<file path="config.mk">
export PLATFORM = sky130hd
export DESIGN_NAME = sram_bus_arbiter_flat
export DESIGN_NICKNAME = d
export VERILOG_FILES = /design/src/rtl/sram_bus_arbiter_if.sv /design/src/rtl/sram_bus_arbiter.sv /design/src/flat_wrapper.sv
export SDC_FILE = /design/constraint.sdc
export NUM_CORES = 1
export LEC_CHECK = 0
export ABC_AREA = 1
export CAP_MARGIN = 20
export CORE_AREA = 10 10 117 119
export CTS_BUF_LIST = sky130_fd_sc_hd__clkbuf_2 sky130_fd_sc_hd__clkbuf_4 sky130_fd_sc_hd__clkbuf_8
export CTS_CLUSTER_DIAMETER = 60
export DETAILED_ROUTE_END_ITERATION = 8
export DIE_AREA = 0 0 127 129
export PLACE_DENSITY_LB_ADDON = 0.15
export SLEW_MARGIN = 20
export SYNTH_ARGS = -nofsm -noshare
export SYNTH_HDL_FRONTEND = slang
export SYNTH_SLANG_ARGS = --single-unit
</file>
<file path="constraint.sdc">
create_clock -name clk -period 4.2 [get_ports clk]
set_input_delay 1.26 -clock clk [delete_from_list [all_inputs] [get_ports clk]]
set_output_delay 1.26 -clock clk [all_outputs]
set_load 0.1 [all_outputs]
</file>
<file path="src/rtl/sram_bus_arbiter_if.sv">
// SRAM-like bus bundle: request/accept/response
// channel shared by the core masters and the slave port.
interface sram_bus_arbiter_if;
  logic        req;
  logic        wr;
  logic [1:0]  size;
  logic [3:0]  wstrb;
  logic [31:0] addr;
  logic [31:0] wdata;
  logic        addr_ok;
  logic        data_ok;
  logic [31:0] rdata;

  modport master (
    output req, wr, size, wstrb, addr, wdata,
    input  addr_ok, data_ok, rdata
  );

  modport slave (
    input  req, wr, size, wstrb, addr, wdata,
    output addr_ok, data_ok, rdata
  );
endinterface

</file>
<file path="src/rtl/sram_bus_arbiter.sv">
// Two-master SRAM-like arbiter: data priority, inst
// anti-starvation, grant lock, in-order owner FIFO.
module sram_bus_arbiter #(
  parameter int DEPTH        = 4,
  parameter int STARVE_LIMIT = 3
) (
  input  logic                clk,
  input  logic                resetn,
  sram_bus_arbiter_if.slave   inst,
  sram_bus_arbiter_if.slave   data,
  sram_bus_arbiter_if.master  s,
  output logic                protocol_err
);

  localparam int AW = $clog2(DEPTH);
  localparam int SW =
    (STARVE_LIMIT < 1) ? 1 : $clog2(STARVE_LIMIT + 1);
  localparam logic [AW:0]   FULL_CNT   = (AW+1)'(DEPTH);
  localparam logic [SW-1:0] STARVE_MAX = SW'(STARVE_LIMIT);

  logic [DEPTH-1:0] owner_q, owner_d;
  logic [AW-1:0]    wr_ptr_q, wr_ptr_d;
  logic [AW-1:0]    rd_ptr_q, rd_ptr_d;
  logic [AW:0]      cnt_q, cnt_d;
  logic             locked_q, locked_d;
  logic             lock_owner_q, lock_owner_d;
  logic [SW-1:0]    starve_q, starve_d;
  logic             perr_q, perr_d;

  logic full;
  logic empty;
  logic starved;
  logic gnt_inst;
  logic gnt_data;
  logic gnt_req;
  logic push;
  logic pop;
  logic head;

  assign full    = (cnt_q == FULL_CNT);
  assign empty   = (cnt_q == '0);
  assign starved = inst.req && (starve_q == STARVE_MAX);

  // Grant: lock owner while locked, else data unless inst starved
  always_comb begin
    gnt_inst = 1'b0;
    gnt_data = 1'b0;
    if (locked_q) begin
      gnt_data = lock_owner_q;
      gnt_inst = !lock_owner_q;
    end else begin
      gnt_data = data.req && !starved;
      gnt_inst = inst.req && !gnt_data;
    end
  end

  assign gnt_req = (gnt_inst && inst.req)
                || (gnt_data && data.req);

  // s_req only looks at registered count: no data_ok->s_req path
  assign s.req = resetn && !full && gnt_req;
  assign push  = s.req && s.addr_ok;
  assign pop   = resetn && s.data_ok && !empty;
  assign head  = owner_q[rd_ptr_q];

  assign inst.addr_ok = push && gnt_inst;
  assign data.addr_ok = push && gnt_data;
  assign inst.data_ok = pop && !head;
  assign data.data_ok = pop && head;
  assign inst.rdata   = s.rdata;
  assign data.rdata   = s.rdata;

  assign protocol_err = perr_q;

  // Slave request fields follow the granted master, zero when idle
  always_comb begin
    s.wr    = 1'b0;
    s.size  = 2'd0;
    s.wstrb = 4'd0;
    s.addr  = 32'd0;
    s.wdata = 32'd0;
    unique case (1'b1)
      gnt_data: begin
        s.wr    = data.wr;
        s.size  = data.size;
        s.wstrb = data.wstrb;
        s.addr  = data.addr;
        s.wdata = data.wdata;
      end
      gnt_inst: begin
        s.wr    = inst.wr;
        s.size  = inst.size;
        s.wstrb = inst.wstrb;
        s.addr  = inst.addr;
        s.wdata = inst.wdata;
      end
      default: ;
    endcase
  end

  // Owner FIFO next state: push on accept, pop on response
  always_comb begin
    owner_d  = owner_q;
    wr_ptr_d = wr_ptr_q;
    rd_ptr_d = rd_ptr_q;
    cnt_d    = cnt_q;
    if (push) begin
      owner_d[wr_ptr_q] = gnt_data;
      wr_ptr_d = wr_ptr_q + AW'(1);
    end
    if (pop) begin
      rd_ptr_d = rd_ptr_q + AW'(1);
    end
    unique case ({push, pop})
      2'b10:   cnt_d = cnt_q + (AW+1)'(1);
      2'b01:   cnt_d = cnt_q - (AW+1)'(1);
      default: cnt_d = cnt_q;
    endcase
  end

  // Lock, starvation and stray-response tracking
  always_comb begin
    locked_d     = locked_q;
    lock_owner_d = lock_owner_q;
    starve_d     = starve_q;
    perr_d       = perr_q;
    if (push) begin
      locked_d = 1'b0;
    end else if (s.req) begin
      locked_d     = 1'b1;
      lock_owner_d = gnt_data;
    end
    if (inst.req && gnt_data) begin
      if (starve_q != STARVE_MAX) begin
        starve_d = starve_q + SW'(1);
      end
    end else begin
      starve_d = '0;
    end
    if (s.data_ok && empty) begin
      perr_d = 1'b1;
    end
  end

  // State registers with synchronous active-low reset
  always_ff @(posedge clk) begin
    if (!resetn) begin
      owner_q      <= '0;
      wr_ptr_q     <= '0;
      rd_ptr_q     <= '0;
      cnt_q        <= '0;
      locked_q     <= 1'b0;
      lock_owner_q <= 1'b0;
      starve_q     <= '0;
      perr_q       <= 1'b0;
    end else begin
      owner_q      <= owner_d;
      wr_ptr_q     <= wr_ptr_d;
      rd_ptr_q     <= rd_ptr_d;
      cnt_q        <= cnt_d;
      locked_q     <= locked_d;
      lock_owner_q <= lock_owner_d;
      starve_q     <= starve_d;
      perr_q       <= perr_d;
    end
  end

endmodule

</file>
<file path="src/flat_wrapper.sv">
// flat-port wrapper written by rule: the top's interface ports become plain ports
module sram_bus_arbiter_flat 
#(
  parameter int DEPTH        = 4,
  parameter int STARVE_LIMIT = 3
)
  (clk, resetn, protocol_err, inst_req, inst_wr, inst_size, inst_wstrb, inst_addr, inst_wdata, inst_addr_ok, inst_data_ok, inst_rdata, data_req, data_wr, data_size, data_wstrb, data_addr, data_wdata, data_addr_ok, data_data_ok, data_rdata, s_req, s_wr, s_size, s_wstrb, s_addr, s_wdata, s_addr_ok, s_data_ok, s_rdata);
  sram_bus_arbiter_if inst_i ();
  sram_bus_arbiter_if data_i ();
  sram_bus_arbiter_if s_i ();
  input  logic clk;
  input  logic resetn;
  output logic protocol_err;
  input wire logic [$bits(inst_i.req)-1:0] inst_req;
  input wire logic [$bits(inst_i.wr)-1:0] inst_wr;
  input wire logic [$bits(inst_i.size)-1:0] inst_size;
  input wire logic [$bits(inst_i.wstrb)-1:0] inst_wstrb;
  input wire logic [$bits(inst_i.addr)-1:0] inst_addr;
  input wire logic [$bits(inst_i.wdata)-1:0] inst_wdata;
  output wire logic [$bits(inst_i.addr_ok)-1:0] inst_addr_ok;
  output wire logic [$bits(inst_i.data_ok)-1:0] inst_data_ok;
  output wire logic [$bits(inst_i.rdata)-1:0] inst_rdata;
  input wire logic [$bits(data_i.req)-1:0] data_req;
  input wire logic [$bits(data_i.wr)-1:0] data_wr;
  input wire logic [$bits(data_i.size)-1:0] data_size;
  input wire logic [$bits(data_i.wstrb)-1:0] data_wstrb;
  input wire logic [$bits(data_i.addr)-1:0] data_addr;
  input wire logic [$bits(data_i.wdata)-1:0] data_wdata;
  output wire logic [$bits(data_i.addr_ok)-1:0] data_addr_ok;
  output wire logic [$bits(data_i.data_ok)-1:0] data_data_ok;
  output wire logic [$bits(data_i.rdata)-1:0] data_rdata;
  output wire logic [$bits(s_i.req)-1:0] s_req;
  output wire logic [$bits(s_i.wr)-1:0] s_wr;
  output wire logic [$bits(s_i.size)-1:0] s_size;
  output wire logic [$bits(s_i.wstrb)-1:0] s_wstrb;
  output wire logic [$bits(s_i.addr)-1:0] s_addr;
  output wire logic [$bits(s_i.wdata)-1:0] s_wdata;
  input wire logic [$bits(s_i.addr_ok)-1:0] s_addr_ok;
  input wire logic [$bits(s_i.data_ok)-1:0] s_data_ok;
  input wire logic [$bits(s_i.rdata)-1:0] s_rdata;
  assign inst_i.req = inst_req;
  assign inst_i.wr = inst_wr;
  assign inst_i.size = inst_size;
  assign inst_i.wstrb = inst_wstrb;
  assign inst_i.addr = inst_addr;
  assign inst_i.wdata = inst_wdata;
  assign inst_addr_ok = inst_i.addr_ok;
  assign inst_data_ok = inst_i.data_ok;
  assign inst_rdata = inst_i.rdata;
  assign data_i.req = data_req;
  assign data_i.wr = data_wr;
  assign data_i.size = data_size;
  assign data_i.wstrb = data_wstrb;
  assign data_i.addr = data_addr;
  assign data_i.wdata = data_wdata;
  assign data_addr_ok = data_i.addr_ok;
  assign data_data_ok = data_i.data_ok;
  assign data_rdata = data_i.rdata;
  assign s_req = s_i.req;
  assign s_wr = s_i.wr;
  assign s_size = s_i.size;
  assign s_wstrb = s_i.wstrb;
  assign s_addr = s_i.addr;
  assign s_wdata = s_i.wdata;
  assign s_i.addr_ok = s_addr_ok;
  assign s_i.data_ok = s_data_ok;
  assign s_i.rdata = s_rdata;
  sram_bus_arbiter #(.DEPTH(DEPTH), .STARVE_LIMIT(STARVE_LIMIT)) u_core (.clk(clk), .resetn(resetn), .inst(inst_i), .data(data_i), .s(s_i), .protocol_err(protocol_err));
endmodule
</file>
==> summary.md <==
| Metric | Value |
|---|---|
| Reg2reg start | `u_core.starve_q[0]` |
| Final Hold Viols | `0` |
| Slowest stage delay, CP | `0.53 ns` |
| Vias | `between 3,000 and 4,000` |
| Grt total ovfl | `0` |
| EDFF count, synth | `0` |
| GP Congestion | `between 0.8 and 0.9` |
| Initial core utilization | `23.4%` |
| Critical path class | `in2out` |
| Drt wl/cell | `19.4 um` |
| Number of clock sinks | `16` |
| Final antenna-violating net count | `0` |
| Fin util | `about 48%` |
| Synth top area share | `a little over a fifth` |
| Total power | `around 0.0017 W` |
| Post-synthesis compound-gate area fraction | `between 20% and 30%` |
| CP Cell Sequence | `clkdlybuf4s50_1 > nand3_2 > nand2_2 > buf_4 > nand2_1 > o21ai_4 > buf_12` |
| Worst Path Buf+Inv | `3` |
| Endpoint class of the critical path | `output port` |
| Vias per cell | `4.22` |
| VDD IR max | `0.145 mV` |
| Total die area | `roughly 16,000 um^2` |
| Worst EP arrival | `around 2.9 ns` |
| CP top delay family | `buffers and inverters` |
| Max_cap viols | `0` |
| Mapped Area | `between 2000 and 3000 um^2` |
| Outcome | `finished, final reports clean` |
| Share of cells above drive strength 1 | `between 30% and 40%` |
| 1st-iter DRT viols | `~100` |
| Maximum level of the CTS H-tree | `1` |
| Num rows | `39` |
| Clk_lat worst skew | `between 0.2 and 0.3 ns` |
| YS warnings | `0` |
| CP Max Fanout | `27` |
| Slowest cell on crit path | `clkdlybuf4s50_1` |
| Crit path launch type | `input pin` |
| Initial antenna violation count | `0` |
| Count leader, synth | `nand2_1` |
| Seq/Total Area, Yosys | `approximately an eighth` |
| Largest cells by area after synthesis | `o21ai_2 22%, buf_4 18%, nand2_1 13%` |
| Ys async rst share | `0%` |
| Core box area | `approximately 11,000 um^2` |
| Synth Net Count | `600` |
| Top Layer Used | `met4` |
| Synth Area in Adders | `3.59%` |
| Die X | `127 um` |
| IO buf count | `around 220` |
| Final Instance Count excl. Fillers | `roughly 710` |
| Largest family of logic cells by synthesized area | `buffers and inverters` |
| Critical path required time | `between 2 and 3 ns` |
| Worst Skew | `roughly 0.0038 ns` |
| CTS tree | `built` |
| Fin crit period | `~4.1 ns` |
| Reg clk slew, reported paths | `around 0.06 ns` |
| RSZ-0062 raised after global routing | `yes` |
| Met1 WL | `about 5000 um` |
| Final setup violation count | `0` |
| Measured slew at the worst slew-check pin | `0.971 ns` |
| Final hold slack | `~0.46 ns` |
| Yosys reg bits | `16` |
| Die Y | `129 um` |
| Top_reg_cell synth | `dfxtp_1` |
| Drt pass-1 iters | `5` |
| Rel. slew slack | `35.1%` |
| Setup Buffers After CTS | `0` |
| Simple-gate share of the synthesized area | `20.5%` |
| XOR/XNOR Fraction of Synth Area | `less than 1%` |
| I/O pin cnt | `about 320` |
| # nets final | `~760` |
| Post-DP HPWL | `approximately 12,000 um` |
| Pins Over Slew Limit | `0` |
| Total Routing Usage GR | `15.4%` |
| Post-synthesis mux area share | `less than 1%` |
| Worst hold path type | `reg2reg` |
| Post-Place Cells | `slightly above 700` |
| Tcrit/Tclk final | `a little over nine tenths` |
| Largest net degree at the start of global routing | `46` |
| Clk buf depth | `2` |
| Hold_buf cts | `0` |
| Lkg Pwr | `about 2.5 nW` |
| Area grow syn2layout | `105%` |
| Met3 routed WL | `approximately 1300 um` |
| Synth area leader | `o21ai_2` |
| Dpl ws | `0.0357 ns` |
| Power Dens Cells | `313 nW/um^2` |
| WL met2 | `7410 um` |
| Fill cells | `1,118` |
| First-pass GRT wire length | `just under 20,000 um` |
| Drc violations | `0` |
| Count of cell types in the netlist | `29` |
| Maximum clock rate | `between 0.2 and 0.25 GHz` |
| Origin of the worst setup path | `data_req` |
| Syn Area/Cell | `around 6.4 um^2` |
| Final WS setup | `~0.065 ns` |
| ANT cells | `0` |
| Post-synthesis instance total | `413` |
| Synth top cells by count | `91 x nand2_1, 89 x inv_1, 66 x o21ai_2` |
| Clk root buf | `clkbuf_8` |
| Post-Route WL | `13,800 um` |
| Vias in the first global route | `roughly 3,100` |
| CTS Buf Count | `3` |
| Hold Startpoint | `u_core.protocol_err` |
[sequential cells by signal (all words and copies together) (netlist names)]
signal / flops
u_core.locked_q: 1
u_core.rd_ptr_q: 2
u_core.protocol_err: 1
u_core.cnt_q: 3
u_core.lock_owner_q: 1
u_core.starve_q: 2
u_core.wr_ptr_q: 2
u_core.owner_q: 4
[repair_timing]
item / 4_1_cts / 5_1_grt
endpoints found under the setup margin: 0 / 9
hold endpoints to repair: 0 / 0
gates resized for setup: 0 / 5
[per-stage QoR]
stage | cell area (um^2) | TNS, ns
finish | 5430 | 0
global route | 5430 | -0.0395
CTS | 5400 | 0
global placement | 5350 | 0
detailed placement | 5350 | 0
floorplan | 2660 | -1.05
[per-layer routing]
layer / vias to the layer above / global-route usage [%]
li1: 1504 / -
met1: 1326 / 16.7
met3: 15 / 5.67
met4: 0 / 2.81
met2: 167 / 28.3
met5: - / 0
[report_power, final]
group,internal [W],switching (W)
clock,0.0000832,0.0000554
sequential,0.000161,0.00000598
combinational,0.000513,0.000883
[cell families after synthesis]
kind of cell	after synthesis
flip-flops	16
multiplexers	1
AND/OR/NAND/NOR	126
adder cells (fa/ha/maj)	7
XOR/XNOR	1
buffers and inverters	171
AO/OA/AOI/OAI	91
[cell type report]
type                       instances  area (um^2)  area share, %
timing repair buffer             234         3120           57.4
multi-input combinational        226         1420           26.1
inverter                          91          344           6.34
sequential                        16          320           5.90
tap                              143          179           3.29
clock buffer                       4         55.1           1.01
[placed cells by master, fill, tap and decap left out, types with 2 or more instances in the layout]
master           count
inv_1               89
clkbuf_8             4
nand2_2              2
nor2_4               3
nand3_1              7
ha_1                 6
dfxtp_1             16
clkdlybuf4s50_1    148
a21oi_1              9
o21ai_2             67
o21ai_4              3
nand4_1              4
nand2_1             91
nor2_1              13
nor2_2               2
buf_12              79
buf_4                7
o21ai_1              2
o21ai_0              7
[path summary, 6_finish.rpt]
kind	to	depth (start not counted)	slack (ns)
hold reg to reg	u_core.protocol_err	2	0.46
setup reg to reg	u_core.cnt_q[2]	14	1.82
hold / removal	u_core.protocol_err	2	0.46
setup / recovery	s_wdata[26]	7	0.06
[tightest hold or removal path, delay by kind of cell (launching register included)]
| family | cells | cell delay (ns) |
|---|---|---|
| AOI/OAI and AO/OA | 1 | 0.05 |
| DFF | 1 | 0.31 |
| and+or+nand+nor | 1 | 0.05 |
No activity file was read; power rests on OpenSTA's default activity.
